File: src/rtl/hazard_stall_controller_if.sv
// Signal bundle between the pipeline datapath and the hazard/stall controller.
// The datapath side is the master and the controller side is the slave.
interface hazard_stall_controller_if;
  logic [4:0] rs1_address_id_i;
  logic [4:0] rs2_address_id_i;
  logic       rs1_used_id_i;
  logic       rs2_used_id_i;
  logic       branch_id_i;
  logic       branch_taken_i;
  logic       rd_we_ex_i;
  logic [4:0] rd_address_ex_i;
  logic       mem_to_reg_ex_i;
  logic       div_ex_i;
  logic [4:0] rd_address_mem_i;
  logic       mem_to_reg_mem_i;

  logic       pc_en_o;
  logic       if_id_en_o;
  logic       if_id_flush_o;
  logic       id_ex_en_o;
  logic       id_ex_flush_o;
  logic       ex_mem_flush_o;
  logic       div_start_o;
  logic       div_result_valid_o;
  logic       div_busy_o;

  modport master (
    output rs1_address_id_i, rs2_address_id_i, rs1_used_id_i, rs2_used_id_i,
           branch_id_i, branch_taken_i, rd_we_ex_i, rd_address_ex_i,
           mem_to_reg_ex_i, div_ex_i, rd_address_mem_i, mem_to_reg_mem_i,
    input  pc_en_o, if_id_en_o, if_id_flush_o, id_ex_en_o, id_ex_flush_o,
           ex_mem_flush_o, div_start_o, div_result_valid_o, div_busy_o
  );

  modport slave (
    input  rs1_address_id_i, rs2_address_id_i, rs1_used_id_i, rs2_used_id_i,
           branch_id_i, branch_taken_i, rd_we_ex_i, rd_address_ex_i,
           mem_to_reg_ex_i, div_ex_i, rd_address_mem_i, mem_to_reg_mem_i,
    output pc_en_o, if_id_en_o, if_id_flush_o, id_ex_en_o, id_ex_flush_o,
           ex_mem_flush_o, div_start_o, div_result_valid_o, div_busy_o
  );
endinterface

File: src/rtl/hazard_stall_controller.sv
// Hazard controller for the 5-stage core: load-use and ID-branch operand stalls,
// taken-branch IF/ID flush, and sequencing of the multi-cycle divider in EX.
module hazard_stall_controller #(
  parameter int DIV_LATENCY = 32,
  parameter int CNT_W       = 8
) (
  input  logic                      clk,
  input  logic                      reset,
  hazard_stall_controller_if.slave  hif
);

  localparam logic [1:0] RUN      = 2'd0;
  localparam logic [1:0] DIV_WAIT = 2'd1;
  localparam logic [1:0] DIV_DONE = 2'd2;

  localparam logic [CNT_W-1:0] CNT_LAST = CNT_W'(DIV_LATENCY - 1);

  logic [1:0]       state;
  logic [CNT_W-1:0] cnt;

  logic active;
  logic match_ex;
  logic match_mem;
  logic load_use;
  logic br_haz;
  logic id_stall;
  logic div_stall;
  logic start_div;

  // While reset is high every hazard input is treated as 0, so the
  // pipeline sees plain RUN behaviour regardless of the stored state.
  assign active = ~reset;

  always_comb begin
    // NOTE: every signal gets a default first so no path through this block
    // can leave it unassigned and infer a latch.
    match_ex  = 1'b0;
    match_mem = 1'b0;
    if (hif.rd_we_ex_i && hif.rd_address_ex_i != 5'd0) begin
      match_ex = (hif.rs1_used_id_i && hif.rs1_address_id_i == hif.rd_address_ex_i) ||
                 (hif.rs2_used_id_i && hif.rs2_address_id_i == hif.rd_address_ex_i);
    end
    if (hif.rd_address_mem_i != 5'd0) begin
      match_mem = (hif.rs1_used_id_i && hif.rs1_address_id_i == hif.rd_address_mem_i) ||
                  (hif.rs2_used_id_i && hif.rs2_address_id_i == hif.rd_address_mem_i);
    end
    match_ex  = match_ex & active;
    match_mem = match_mem & active;
  end

  assign load_use  = hif.mem_to_reg_ex_i & match_ex;
  assign br_haz    = hif.branch_id_i & (match_ex | (hif.mem_to_reg_mem_i & match_mem));
  assign id_stall  = load_use | br_haz;

  assign start_div = active & (state == RUN) & hif.div_ex_i;
  assign div_stall = start_div | (active & (state == DIV_WAIT));

  // A stalled divide holds EX and bubbles MEM; an ID stall lets EX advance
  // and bubbles EX instead. The divider stall wins when both apply.
  always_comb begin
    hif.pc_en_o        = 1'b1;
    hif.if_id_en_o     = 1'b1;
    hif.id_ex_en_o     = 1'b1;
    hif.id_ex_flush_o  = 1'b0;
    hif.ex_mem_flush_o = 1'b0;
    if (div_stall) begin
      hif.pc_en_o        = 1'b0;
      hif.if_id_en_o     = 1'b0;
      hif.id_ex_en_o     = 1'b0;
      hif.ex_mem_flush_o = 1'b1;
    end else if (id_stall) begin
      hif.pc_en_o       = 1'b0;
      hif.if_id_en_o    = 1'b0;
      hif.id_ex_flush_o = 1'b1;
    end
  end

  // A branch is only resolved once its operands are current.
  assign hif.if_id_flush_o      = active & hif.branch_taken_i & hif.branch_id_i &
                                  ~id_stall & ~div_stall;
  assign hif.div_start_o        = start_div;
  assign hif.div_result_valid_o = active & (state == DIV_DONE);
  assign hif.div_busy_o         = div_stall;

  // DIV_DONE always returns to RUN, so a divide still sitting in EX that
  // cycle cannot restart; the next divide is started from RUN.
  always_ff @(posedge clk) begin
    // NOTE: state registers use non-blocking assignments so every flop
    // samples pre-edge values, independent of statement order.
    if (reset) begin
      state <= RUN;
      cnt   <= '0;
    end else begin
      case (state)
        RUN: begin
          if (hif.div_ex_i) begin
            state <= DIV_WAIT;
            cnt   <= '0;
          end
        end
        DIV_WAIT: begin
          cnt <= cnt + 1'b1;
          if (cnt == CNT_LAST) state <= DIV_DONE;
        end
        DIV_DONE: state <= RUN;
        default:  state <= RUN;
      endcase
    end
  end

endmodule

File: src/flat_wrapper.sv
// flat-port wrapper written by rule: the top's interface ports become plain ports
module hazard_stall_controller_flat 
#(
  parameter int DIV_LATENCY = 32,
  parameter int CNT_W       = 8
)
  (clk, reset, hif_rs1_address_id_i, hif_rs2_address_id_i, hif_rs1_used_id_i, hif_rs2_used_id_i, hif_branch_id_i, hif_branch_taken_i, hif_rd_we_ex_i, hif_rd_address_ex_i, hif_mem_to_reg_ex_i, hif_div_ex_i, hif_rd_address_mem_i, hif_mem_to_reg_mem_i, hif_pc_en_o, hif_if_id_en_o, hif_if_id_flush_o, hif_id_ex_en_o, hif_id_ex_flush_o, hif_ex_mem_flush_o, hif_div_start_o, hif_div_result_valid_o, hif_div_busy_o);
  hazard_stall_controller_if hif_i ();
  input  logic clk;
  input  logic reset;
  input wire logic [$bits(hif_i.rs1_address_id_i)-1:0] hif_rs1_address_id_i;
  input wire logic [$bits(hif_i.rs2_address_id_i)-1:0] hif_rs2_address_id_i;
  input wire logic [$bits(hif_i.rs1_used_id_i)-1:0] hif_rs1_used_id_i;
  input wire logic [$bits(hif_i.rs2_used_id_i)-1:0] hif_rs2_used_id_i;
  input wire logic [$bits(hif_i.branch_id_i)-1:0] hif_branch_id_i;
  input wire logic [$bits(hif_i.branch_taken_i)-1:0] hif_branch_taken_i;
  input wire logic [$bits(hif_i.rd_we_ex_i)-1:0] hif_rd_we_ex_i;
  input wire logic [$bits(hif_i.rd_address_ex_i)-1:0] hif_rd_address_ex_i;
  input wire logic [$bits(hif_i.mem_to_reg_ex_i)-1:0] hif_mem_to_reg_ex_i;
  input wire logic [$bits(hif_i.div_ex_i)-1:0] hif_div_ex_i;
  input wire logic [$bits(hif_i.rd_address_mem_i)-1:0] hif_rd_address_mem_i;
  input wire logic [$bits(hif_i.mem_to_reg_mem_i)-1:0] hif_mem_to_reg_mem_i;
  output wire logic [$bits(hif_i.pc_en_o)-1:0] hif_pc_en_o;
  output wire logic [$bits(hif_i.if_id_en_o)-1:0] hif_if_id_en_o;
  output wire logic [$bits(hif_i.if_id_flush_o)-1:0] hif_if_id_flush_o;
  output wire logic [$bits(hif_i.id_ex_en_o)-1:0] hif_id_ex_en_o;
  output wire logic [$bits(hif_i.id_ex_flush_o)-1:0] hif_id_ex_flush_o;
  output wire logic [$bits(hif_i.ex_mem_flush_o)-1:0] hif_ex_mem_flush_o;
  output wire logic [$bits(hif_i.div_start_o)-1:0] hif_div_start_o;
  output wire logic [$bits(hif_i.div_result_valid_o)-1:0] hif_div_result_valid_o;
  output wire logic [$bits(hif_i.div_busy_o)-1:0] hif_div_busy_o;
  assign hif_i.rs1_address_id_i = hif_rs1_address_id_i;
  assign hif_i.rs2_address_id_i = hif_rs2_address_id_i;
  assign hif_i.rs1_used_id_i = hif_rs1_used_id_i;
  assign hif_i.rs2_used_id_i = hif_rs2_used_id_i;
  assign hif_i.branch_id_i = hif_branch_id_i;
  assign hif_i.branch_taken_i = hif_branch_taken_i;
  assign hif_i.rd_we_ex_i = hif_rd_we_ex_i;
  assign hif_i.rd_address_ex_i = hif_rd_address_ex_i;
  assign hif_i.mem_to_reg_ex_i = hif_mem_to_reg_ex_i;
  assign hif_i.div_ex_i = hif_div_ex_i;
  assign hif_i.rd_address_mem_i = hif_rd_address_mem_i;
  assign hif_i.mem_to_reg_mem_i = hif_mem_to_reg_mem_i;
  assign hif_pc_en_o = hif_i.pc_en_o;
  assign hif_if_id_en_o = hif_i.if_id_en_o;
  assign hif_if_id_flush_o = hif_i.if_id_flush_o;
  assign hif_id_ex_en_o = hif_i.id_ex_en_o;
  assign hif_id_ex_flush_o = hif_i.id_ex_flush_o;
  assign hif_ex_mem_flush_o = hif_i.ex_mem_flush_o;
  assign hif_div_start_o = hif_i.div_start_o;
  assign hif_div_result_valid_o = hif_i.div_result_valid_o;
  assign hif_div_busy_o = hif_i.div_busy_o;
  hazard_stall_controller #(.DIV_LATENCY(DIV_LATENCY), .CNT_W(CNT_W)) u_core (.clk(clk), .reset(reset), .hif(hif_i));
endmodule
File: config.mk
export PLATFORM = sky130hd
export DESIGN_NAME = hazard_stall_controller_flat
export DESIGN_NICKNAME = d
export VERILOG_FILES = /design/src/rtl/hazard_stall_controller_if.sv /design/src/rtl/hazard_stall_controller.sv /design/src/flat_wrapper.sv
export SDC_FILE = /design/constraint.sdc
export NUM_CORES = 1
export LEC_CHECK = 0
export BUFFER_PORTS_ARGS = -buffer_cell sky130_fd_sc_hd__buf_2
export CAP_MARGIN = 10
export CORE_MARGIN = 1
export CORE_UTILIZATION = 44
export CTS_BUF_LIST = sky130_fd_sc_hd__clkbuf_16
export CTS_CLUSTER_SIZE = 16
export DETAILED_ROUTE_END_ITERATION = 10
export PLACE_DENSITY = 0.88
export SKIP_CTS_REPAIR_TIMING = 1
export SLEW_MARGIN = 25
export SYNTH_ARGS = -nofsm -noshare
export SYNTH_HDL_FRONTEND = slang
export SYNTH_SLANG_ARGS = --single-unit
File: constraint.sdc
create_clock -name clk -period 1.9 [get_ports clk]
set_input_delay 0.285 -clock clk [delete_from_list [all_inputs] [get_ports clk]]
set_output_delay 0.285 -clock clk [all_outputs]
set_load 0.005 [all_outputs]
==> impl_metrics.py <==
metrics = {
    "synthesis": {
        "synth_area_per_cell_um2": 7.555,
        "synthArstFlopShare_pct": 0,
        "yosysMostFrequentCell": "xnor2_1",
        "mappedNetlistNets": 135,
        "synth.top_cells.by_count": "xnor2_1, nor2_1, nand2_1, dfxtp_1, a21oi_1",
        "yosysUniqueCellTypes": 30,
        "synth_edf_count": 0,
        "synth.top_cell.area_share_pct": 25.48,
        "synth_area_um2": 785.8,
        "synth.area.top_cells": "dfxtp_1, xnor2_1, nor2_1",
        "ys_warn_count": 0,
        "synth_seq_cells": 10,
        "synth-main-ff-cell": "dfxtp_1",
        "synth_cells": 104,
        "yosysSeqAreaShare_pct": 25.48,
        "synth_top_cell_by_area": "dfxtp_1",
    },
    "global_route": {
        "grt_max_degree": 14,
        "grt_pass1_wl_mm": 3.712,
        "globalRouteOverflowTotal": 0,
        "grt_usage_pct": 25.95,
        "antenna_found_initial": 0,
        "first_global_vias": 892,
    },
    "timing": {
        "setup_viol": 0,
        "worst_pin_slew_ns": 0.3504,
        "timing.final.hold_violations": 0,
        "min_period_over_period_pct": 99.11,
        "slew_headroom_pct": 76.46,
        "rsz0062_at_grt": "true",
        "final_max_slew_viol_count": 0,
        "fin_crit_ns": 1.883,
        "skew_ns": 0.002356,
        "fin_tns_setup_ns": 0,
        "timing.fmax_mhz": 531.1,
    },
    "route": {
        "via_per_inst": 5.324,
        "dr.pass1.iters": 7,
        "drt_iter0_drc": 19,
        "ant_nets": 0,
        "drt-total-wl_mm": 2.132,
        "post_drt_wl_per_cell_um": 12.54,
        "drcViolationCount": 3,
        "via_count": 905,
    },
    "floorplanning": {
        "die_area_mm2": 0.001959,
        "io_pins": 39,
        "core.rowCount": 14,
        "core_area_mm2": 0.001594,
        "start_util_pct": 49.29,
        "die_h_um": 44.26,
        "die_width_um": 44.26,
    },
    "clock_network": {
        "ctsRootBufferMaster": "clkbuf_16",
        "cts_tree": "done",
        "clockBufferDepth": 2,
        "clk-insertion-delay-late_ns": 0.24,
        "cts_buffers": 3,
        "htreeDepth": 1,
        "clkSinkCount": 10,
        "clkTransAtPathRegs_ns": 0.04,
    },
    "placed_design": {
        "dp_hpwl_mm": 1.653,
        "portBuffers": 38,
        "place_congestion": 0.8855,
    },
    "cells_and_area": {
        "nets": 179,
        "diodes": 0,
        "drive_gt1_share_pct": 34.93,
        "syn2layout_area_growth_pct": 40.13,
        "final_core_util_pct": 69.07,
    },
    "status": {
        "status": "finished, violations left",
        "failed_checks": "DRC",
    },
    "pwr": {
        "power.density_mw_per_mm2": 671.9,
        "ir_drop_mv": 0.5805,
        "p_leak_uw": 0.0004508,
        "power.total_uw": 739.8,
    },
    "worst_setup_path": {
        "cp-end-kind": "output port",
        "path_class": "in2out",
        "reg2reg_slack_ns": 0.34,
        "crit_fanout": 3,
        "cp.required_ns": 1.62,
        "crit_arrival_ns": 1.60,
        "crit_path_start_kind": "input pin",
    },
    "hold_path": {
        "min_path_type": "in2reg",
    },
    "flow_run": {
        "drv_cap": 0,
    },
}
## flip-flops by register name, summed over array words and instances (netlist names)
| signal | flops |
|---|---|
| u_core.cnt | 8 |
| u_core.state | 2 |
## logic make-up after synthesis
kind of cell | synth area share (%)
flip-flops | 25.48
XOR/XNOR | 22.29
buffers and inverters | 3.343
adder cells (fa/ha/maj) | 1.592
multiplexers | 2.866
AND/OR/NAND/NOR | 30.89
AO/OA/AOI/OAI | 13.54
## critical path, stage by stage
cell     delay (ns)
buf_2          0.11
or4_4          0.53
nor2_2         0.09
nor4b_1        0.06
a22oi_2        0.20
and4_1         0.22
buf_2          0.11
## layout by cell type (no fill, tap or decap)
| cell | netlist | layout |
|---|---|---|
| o21ai_0 | 2 | 2 |
| nand2b_1 | 1 | 1 |
| ha_1 | 1 | 1 |
| nand2_1 | 11 | 11 |
| mux2_2 | 2 | 2 |
| buf_2 | 0 | 38 |
| nor2b_1 | 2 | 2 |
| and2_4 | 0 | 1 |
| nand3b_1 | 1 | 1 |
| buf_4 | 2 | 4 |
| nor2_1 | 16 | 15 |
| a21oi_1 | 7 | 7 |
| or4_4 | 0 | 1 |
| or3_1 | 1 | 1 |
| nand4_1 | 6 | 6 |
| dfxtp_1 | 10 | 10 |
| xnor2_1 | 20 | 20 |
| nor3_1 | 3 | 3 |
| o22ai_1 | 2 | 2 |
| o211ai_1 | 1 | 1 |
| a22oi_2 | 1 | 1 |
| or4_1 | 2 | 1 |
| and4_1 | 1 | 1 |
| nor3b_1 | 1 | 1 |
| nor2_2 | 0 | 1 |
| o21bai_1 | 1 | 1 |
| nor4b_1 | 1 | 1 |
| a31oi_1 | 1 | 1 |
| inv_1 | 2 | 2 |
| a211oi_1 | 1 | 1 |
| clkbuf_16 | 0 | 3 |
| nand3_1 | 2 | 2 |
| a22oi_1 | 1 | 1 |
## power by group
group / leakage (uW) / switching (uW) / internal [uW]
logic: 0.000333 / 75.8 / 79.4
registers: 0.0000810 / 4.15 / 215
clock network: 0.0000370 / 93.1 / 272
## routing by layer
| layer | share of wire, % | vias up | track usage, % |
|---|---|---|---|
| met5 | 0 | - | 0 |
| li1 | - | 453 | - |
| met3 | 5.8 | 6 | 7.755 |
| met2 | 49 | 34 | 45.59 |
| met4 | 2.5 | 0 | 11.52 |
| met1 | 42 | 412 | 28.64 |
## stage by stage
step	hold WS [ns]	worst slack, ns	area, um^2	cells
2_1_floorplan	0.3631	0.2273	785.8	104
3_3_place_gp	0.4985	0.05045	1017	167
3_5_place_dp	0.5143	0.002250	1017	167
4_1_cts	0.4270	0.003754	1092	170
5_1_grt	0.4512	-0.06894	1101	170
6_report	0.4406	0.01700	1101	170
## final timing paths
| kind | from | cells after the start | to |
|---|---|---|---|
| max | hif_rd_address_ex_i[0] | 7 | hif_if_id_flush_o |
| min | reset | 3 | u_core.cnt[4] |
| max reg2reg | u_core.cnt[0] | 5 | u_core.state[0] |
| min reg2reg | u_core.cnt[4] | 2 | u_core.cnt[4] |
## area by class of cell
class	instances	area, um^2
inverters	2	7.507
repair buffers	42	220.2
multi-input cells	89	568.0
well taps	24	30.03
fillers	140	493.0
flip-flops and latches	10	200.2
clock buffers	3	75.07
(Power assumes the default switching activity.)
